### config.mk
export PLATFORM = sky130hd
export DESIGN_NAME = comb_func_sweep_ctrl
export DESIGN_NICKNAME = d
export VERILOG_FILES = /design/src/rtl/comb_func_pkg.sv /design/src/rtl/comb_func_sweep_ctrl_tt_compare.sv /design/src/rtl/comb_func_sweep_ctrl.sv
export SDC_FILE = /design/constraint.sdc
export NUM_CORES = 1
export LEC_CHECK = 0
export CAP_MARGIN = 20
export CORE_MARGIN = 5
export CORE_UTILIZATION = 45
export DETAILED_ROUTE_END_ITERATION = 10
export HOLD_SLACK_MARGIN = 0.05
export PLACE_DENSITY = 0.68
export SLEW_MARGIN = 5
export SYNTH_ARGS = -nofsm -noshare
export SYNTH_HDL_FRONTEND = slang
export SYNTH_SLANG_ARGS = --single-unit
### constraint.sdc
create_clock -name clk -period 4.9 [get_ports clk]
set_input_delay 0.735 -clock clk [delete_from_list [all_inputs] [get_ports clk]]
set_output_delay 0.735 -clock clk [all_outputs]
set_load 0.01 [all_outputs]
### src/rtl/comb_func_pkg.sv
// Shared types and sizes for the comb_func self-test sequencer.
package comb_func_pkg;

    localparam int NUM_VECTORS = 16;
    localparam int VEC_W       = 4;
    localparam int TT_W        = 16;
    localparam int ERR_W       = 5;

    typedef enum logic [2:0] {
        IDLE,
        APPLY,
        SAMPLE,
        CHECK,
        DONE
    } state_t;

endpackage

### src/rtl/comb_func_sweep_ctrl_tt_compare.sv
// Combinational comparison of a captured truth table against the expected one:
// equality, mismatch count and lowest mismatching vector index.
module tt_compare
    import comb_func_pkg::*;
(
    input  logic [TT_W-1:0]  tt,
    input  logic [TT_W-1:0]  exp,
    output logic             eq,
    output logic [ERR_W-1:0] popcount,
    output logic [VEC_W-1:0] low_idx
);

    logic [TT_W-1:0] diff;

    assign diff = tt ^ exp;
    assign eq   = (diff == '0);

    always_comb begin
        popcount = '0;
        for (int i = 0; i < TT_W; i++) begin
            popcount = popcount + ERR_W'(diff[i]);
        end
    end

    // Scan from the top down so the last hit written is the lowest set bit.
    always_comb begin
        low_idx = '0;
        for (int i = TT_W - 1; i >= 0; i--) begin
            if (diff[i]) begin
                low_idx = VEC_W'(i);
            end
        end
    end

endmodule

### src/rtl/comb_func_sweep_ctrl.sv
// Sweeps all 16 input vectors of comb_func, samples y after a settle time,
// and reports the captured truth table against an expected table.
module comb_func_sweep_ctrl
    import comb_func_pkg::*;
#(
    parameter int HOLD_CYCLES = 1
) (
    input  logic             clk,
    input  logic             rst,
    input  logic             start,
    input  logic [TT_W-1:0]  exp_tt,
    output logic             a,
    output logic             b,
    output logic             c,
    output logic             d,
    input  logic             y,
    output logic             busy,
    output logic             done,
    output logic [TT_W-1:0]  truth_table,
    output logic             pass,
    output logic [ERR_W-1:0] err_cnt,
    output logic [VEC_W-1:0] fail_idx
);

    generate
        if (HOLD_CYCLES < 1 || HOLD_CYCLES > 255) begin : gen_bad_hold
            $error("HOLD_CYCLES must be in 1..255");
        end
    endgenerate

    localparam logic [7:0] HOLD_LAST = 8'(HOLD_CYCLES - 1);

    state_t           state_reg;
    logic [VEC_W-1:0] v_reg;
    logic [7:0]       cnt_reg;
    logic [TT_W-1:0]  exp_reg;
    logic [VEC_W-1:0] v_next;

    logic             cmp_eq;
    logic [ERR_W-1:0] cmp_popcount;
    logic [VEC_W-1:0] cmp_low_idx;

    assign v_next = v_reg + VEC_W'(1);

    tt_compare u_tt_compare (
        .tt       (truth_table),
        .exp      (exp_reg),
        .eq       (cmp_eq),
        .popcount (cmp_popcount),
        .low_idx  (cmp_low_idx)
    );

    // The vector outputs are registered, so they are updated on the edge that
    // enters APPLY for the next vector (or leaves the sweep).
    always_ff @(posedge clk or posedge rst) begin
        if (rst) begin
            state_reg    <= IDLE;
            v_reg        <= '0;
            cnt_reg      <= '0;
            exp_reg      <= '0;
            {a, b, c, d} <= '0;
            busy         <= 1'b0;
            done         <= 1'b0;
            truth_table  <= '0;
            pass         <= 1'b0;
            err_cnt      <= '0;
            fail_idx     <= '0;
        end else begin
            case (state_reg)
                IDLE: begin
                    if (start) begin
                        state_reg    <= APPLY;
                        v_reg        <= '0;
                        cnt_reg      <= '0;
                        exp_reg      <= exp_tt;
                        {a, b, c, d} <= '0;
                        truth_table  <= '0;
                        pass         <= 1'b0;
                        err_cnt      <= '0;
                        fail_idx     <= '0;
                        busy         <= 1'b1;
                    end
                end
                APPLY: begin
                    if (cnt_reg == HOLD_LAST) begin
                        cnt_reg   <= '0;
                        state_reg <= SAMPLE;
                    end else begin
                        cnt_reg <= cnt_reg + 8'd1;
                    end
                end
                SAMPLE: begin
                    truth_table[v_reg] <= y;
                    if (v_reg == VEC_W'(NUM_VECTORS - 1)) begin
                        state_reg    <= CHECK;
                        {a, b, c, d} <= '0;
                    end else begin
                        v_reg        <= v_next;
                        {a, b, c, d} <= v_next;
                        state_reg    <= APPLY;
                    end
                end
                CHECK: begin
                    pass      <= cmp_eq;
                    err_cnt   <= cmp_popcount;
                    fail_idx  <= cmp_low_idx;
                    done      <= 1'b1;
                    state_reg <= DONE;
                end
                DONE: begin
                    done      <= 1'b0;
                    busy      <= 1'b0;
                    state_reg <= IDLE;
                end
                default: begin
                    state_reg <= IDLE;
                end
            endcase
        end
    end

endmodule

---- Yosys cells after proc, flatten, opt, wreduce, memory -nomap -nowiden ----
Cells that the tools add are included.
cells by class
  add/subtract/negate cells ............... 17
  order comparisons ....................... 2
  equal/unequal tests ..................... 8
  mux-type cells .......................... 47
  bitwise operators ....................... 1
  reductions and logical operators ........ 16
operators by type and width
  operator             number
  $mux 4               18
  $add 5x1->5          14
  $pmux 16 s2          1
  $bwmux 16            1
  $logic_not 16->1     1
  $mux 16              1
  $mux 8               2
  $pmux 4 s2           2
  $pmux 8 s2           1
  $xor 16x16->16       1
  $pmux 1 s2           7
  $pmux 3 s4           1
  $reduce_and 2->1     6
  $pmux 5 s2           1
  $reduce_bool 2->1    5
  $add 8x1->8 const B  1
  $logic_not 8->1      1
  $mux 1               7
  $eq 3x2->1 const B   2
  $mux 3               2
  $ne 2x2->1 const B   3
  $lt 4x5->1 const B   1
  $mux 5               1
  $add 4x1->4 const B  1
  other kinds (10)     10
word-level totals
  register bits after elaboration ......... 63
  input port bits ......................... 20
  output and inout bits ................... 32
  word-level logic and storage cells ...... 105

---- Longest topological paths before layout ----
  word-level depth ........................ 18
  gate-level depth with buffers ........... 15
  depth with buffers taken out ............ 15

---- Cells and area by module ----
From an unflattened synthesis, not the netlist that was laid out.
unflattened totals
  cells, all modules ...................... 371
  area total of the unflattened synthesis .. 3,664.8 um2
by module, submodules not included
  module                times used  cells an instance  area each (um2)  sequential area each (um2)
  comb_func_sweep_ctrl  1           278                2,847.7          1,576.5
  tt_compare            1           93                 817.0            0.0

---- Least setup slack after synthesis ----
No wires, ideal clock.
  kind .................................... reg-to-reg
  from .................................... register truth_table[0]
  to ...................................... register err_cnt[1]
  setup time .............................. 121 ps
  data arrival time ....................... 4,190 ps
  data required time ...................... 4,779 ps
  path slack .............................. 589 ps
  stages on the path, launching flop included .. 14
  buffers on the path ..................... 0
  clock period less this slack ............ 4,311 ps
  path through ............................ dfrtp_1 -> xor2_1 -> ha_1 -> inv_1 -> fa_1 -> fa_1 -> inv_1 -> fa_1 -> inv_1 -> fa_1 -> fa_1 -> inv_1 -> fa_1 -> a22o_1
on the way
  word-level cells in the longest chain between the ends .. 17
ends and longest elaborated chain
  element                           RTL line                               RTL
  start: declaration                comb_func_sweep_ctrl.sv:19             output logic [TT_W-1:0] truth_table,
  start signal: indexed assignment  comb_func_sweep_ctrl.sv:93             truth_table[v_reg] <= y;
  $xor 16x16->16                    comb_func_sweep_ctrl_tt_compare.sv:15  assign diff = tt ^ exp;
  $add 1x1->2                       comb_func_sweep_ctrl_tt_compare.sv:21  popcount = popcount + ERR_W'(diff[i]);
  $add 5x1->5 (14 in series)        comb_func_sweep_ctrl_tt_compare.sv:21
  $pmux 5 s2                        comb_func_sweep_ctrl.sv:69             case (state_reg)
  end signal: assignment            comb_func_sweep_ctrl.sv:105            err_cnt <= cmp_popcount;
  end: declaration                  comb_func_sweep_ctrl.sv:21             output logic [ERR_W-1:0] err_cnt,
Every way passes these cells.
A chain may end at the register's enable or synchronous reset.

---- Final worst setup path ----
  from .................................... register truth_table[1]
  to ...................................... register err_cnt[1]
The elaborated chain is that of the path after synthesis.

==> results list <==
- Final Hold Vio Count: 0
- Final WS setup: ~470 ps
- Derived from the worst setup path, the maximum achievable clock frequency is 226 MHz.
- Placer's final routability congestion estimate: 0.825
- In the post-synthesis netlist, the biggest area contributors are sky130_fd_sc_hd__dfrtp_1, sky130_fd_sc_hd__nand2_1, sky130_fd_sc_hd__fa_1, sky130_fd_sc_hd__ha_1, sky130_fd_sc_hd__inv_1.
* Total Routing Usage GR: 0.176
* Largest net degree at the start of global routing: 64
* Number of max-slew violations in the final report: 0
* DP HPWL: 5780 µm
- In this run the count of I/O pins placed on the die edge is 52.
- Site row count: 32
* Worst vdd ir: 0.619 mV
- Once placement finished, the instance area stood at between 0.004 and 0.005 mm².
* Sink count of the clock tree: 63
- Average size of a mapped cell: a little under 10 µm²
- Synth Instances: 363
- The first TritonRoute pass finished after 4 iterations.
- Arrival @ worst endpoint: ~4700 ps
* Vias per std cell: between 5 and 6
- The total overflow left after global routing is 0.
* Fraction of layout cells with a size suffix above 1: 0.0740
- Kind of end point of the critical path: register
- For this design the static power due to leakage is 1.99 nW.
* Post-CTS Setup Repair Bufs: 0
- Root buffer cell: sky130_fd_sc_hd__clkbuf_8
* Via Count: 2,763
- Leading area contributor after synthesis: sky130_fd_sc_hd__dfrtp_1
- Post-route cell area: 0.00429 mm²
* Worst hold slack after final layout: 477 ps
- Type of the worst setup path: register to register
- Number of synthesis warnings: 0
* Worst clock skew on the final layout: 8.92 ps
- The core region is a little under 0.008 mm².
* Slew of the pin with the lowest slew margin: between 700 and 800 ps
- Clock tree buffer depth: 2
* Data required time of the worst path: 5140 ps
* Die extent in y: 98.7 µm
- The number of antenna violations at the first check in global routing came to 0.
* RSZ-0062 raised after global routing: no
- Global-route wire length before repair: approximately 14,000 µm
* Final number of setup-violating endpoints: 0
- Worst-path clk slew: 80 ps
- Number of clock buffers inserted by TritonCTS: 9
* Worst slack at placement: ~460 ps
* Port Buffers: between 50 and 60
* Synthesis-stage register bit count: 63
* Net count after synthesis: between 400 and 500
- Fraction of synthesis flops using an asynchronous set or reset pin: 1.00
* Synth Flop Type: sky130_fd_sc_hd__dfrtp_1
- Sequential-to-total area share from yosys stat: 0.446
- After routing, the total negative slack on setup checks comes to 0 ps.
* Number of gates resized after cts: 0
- CTS Hold Bufs: 0
- From synthesis to final layout, the design area changed by 21.3%.
- Remaining DRCs: 0
* Total of max-cap violations: 0
- Wirelength, routed: 7980 µm
- Net count reported at finish: 457
* Post-route clock period utilization: 0.904
- Number of global-route vias before repair: 2,797
* TritonCTS clock tree: done
* Count of H-tree levels built during CTS: 3
- The synthesized netlist contains 53 unique library cells.
* Synthesized area: 0.00354 mm²
- Power density normalized to cell area: 831 mW/mm²
- Detailed-route wire length per cell: 15.3 µm
* Startpoint kind of the worst setup timing path: register
- Critical-path maximum fanout: 3
- Antenna diodes: 0
* Die area: 0.00973 mm²
- Measured along the x axis, the die boundary spans 98.7 µm.
* EDFF count, synth: 0
- Clock latency of the later-clocked register in the worst-skew pair: 350 ps
- Slew headroom: 0.476
* Initial DRC count: around 120
* Min-delay worst type: register to register
* Post-synth top area share: 0.446
- For this configuration, the core starts out at a cell density of 0.460.
* Shortest clock period the worst path allows after layout: between 4000 and 5000 ps
* Result of the run: finished, final reports clean
- Post-route antenna net violation count: 0
==> metal layers <==
layer / part of all wire / track usage / vias to the layer above
li1: - / - / 1356
met1: 0.46 / 0.243 / 1345
met2: 0.47 / 0.268 / 53
met3: 0.062 / 0.0609 / 9
met4: 0.0096 / 0.0389 / 0
met5: 0 / 0 / -
==> worst paths after layout <==
| check | start | end | slack (ps) | cells after the start |
|---|---|---|---|---|
| max reg2reg | truth_table[1]$_DFFE_PP0P_ | err_cnt[1]$_DFFE_PP0P_ | 470 | 13 |
| min in group asynchronous | rst | err_cnt[3]$_DFFE_PP0P_ | 940 | 3 |
| min reg2reg | pass$_DFFE_PP0P_ | pass$_DFFE_PP0P_ | 480 | 2 |
| max | truth_table[1]$_DFFE_PP0P_ | err_cnt[1]$_DFFE_PP0P_ | 470 | 13 |
| max in group asynchronous | rst | v_reg[0]$_DFFE_PP0P_ | 3450 | 3 |
| min | pass$_DFFE_PP0P_ | pass$_DFFE_PP0P_ | 480 | 2 |
==> cells by family after synthesis <==
family / Yosys count / synth area share
adder cells (fa/ha/maj): 23 / 0.103
XOR/XNOR: 21 / 0.0520
flip-flops: 63 / 0.446
buffers and inverters: 42 / 0.0524
multiplexers: 2 / 0.00601
AO/OA/AOI/OAI: 83 / 0.164
AND/OR/NAND/NOR: 129 / 0.177
==> report_power, final <==
group	leakage (nW)	total (mW)	internal, mW	switching [mW]
sequential	0.834	0.807	0.659	0.148
combinational	1.07	2.36	1.05	1.30
clock	0.0812	0.402	0.183	0.219
==> placed cells by master (no fill, tap or decap), drive strengths merged, types with 10 or more instances in the layout <==
cell type	instances
a21oi	12
clkdlybuf4s50	51
dfrtp	63
fa	10
ha	13
inv	28
nand2	79
nand3	10
nor2	11
o211ai	12
o21ai	20
o31ai	12
xor2	12
==> Yosys cell counts (3+ instances only) <==
cell type / number
sky130_fd_sc_hd__o21ai_0: 16
sky130_fd_sc_hd__o41ai_1: 3
sky130_fd_sc_hd__clkbuf_1: 8
sky130_fd_sc_hd__nor2_1: 11
sky130_fd_sc_hd__inv_1: 28
sky130_fd_sc_hd__a22o_1: 7
sky130_fd_sc_hd__o21ai_1: 4
sky130_fd_sc_hd__and2_1: 3
sky130_fd_sc_hd__nor3_1: 4
sky130_fd_sc_hd__dfrtp_1: 63
sky130_fd_sc_hd__a21oi_1: 11
sky130_fd_sc_hd__a21o_1: 3
sky130_fd_sc_hd__nand2b_1: 5
sky130_fd_sc_hd__xor2_1: 12
sky130_fd_sc_hd__ha_1: 13
sky130_fd_sc_hd__fa_1: 10
sky130_fd_sc_hd__nand2_1: 76
sky130_fd_sc_hd__o211ai_1: 12
sky130_fd_sc_hd__nand3_1: 10
sky130_fd_sc_hd__buf_6: 3
sky130_fd_sc_hd__o31ai_1: 12
sky130_fd_sc_hd__xnor2_1: 9
==> worst max-delay path, stage by stage, from the launching register on <==
cell	delay, ps
sky130_fd_sc_hd__dfrtp_1	420
sky130_fd_sc_hd__xor2_1	310
sky130_fd_sc_hd__ha_1	300
sky130_fd_sc_hd__inv_1	80
sky130_fd_sc_hd__fa_1	410
sky130_fd_sc_hd__fa_1	540
sky130_fd_sc_hd__inv_1	50
sky130_fd_sc_hd__fa_1	520
sky130_fd_sc_hd__inv_1	50
sky130_fd_sc_hd__fa_1	500
sky130_fd_sc_hd__fa_1	450
sky130_fd_sc_hd__inv_1	80
sky130_fd_sc_hd__fa_1	410
sky130_fd_sc_hd__a22o_1	200
==> per-stage QoR <==
stage / power, mW / instances / utilization
6_report: 3.56 / 521 / 0.558
5_1_grt: 4.13 / 521 / 0.558
4_1_cts: 3.64 / 521 / 0.558
3_5_place_dp: 3.22 / 505 / 0.536
3_3_place_gp: 3.13 / 505 / 0.536
2_1_floorplan: 2.68 / 363 / -
==> layout make-up <==
cell class	instances	area, µm²
inverters	28	105
clock buffers	9	124
multi-input cells	258	1780
clock inverters	7	50.0
flip-flops and latches	63	1580
repair buffers	54	533
well taps	102	128
fillers	694	3400
Power figures use the tool's default switching activity.
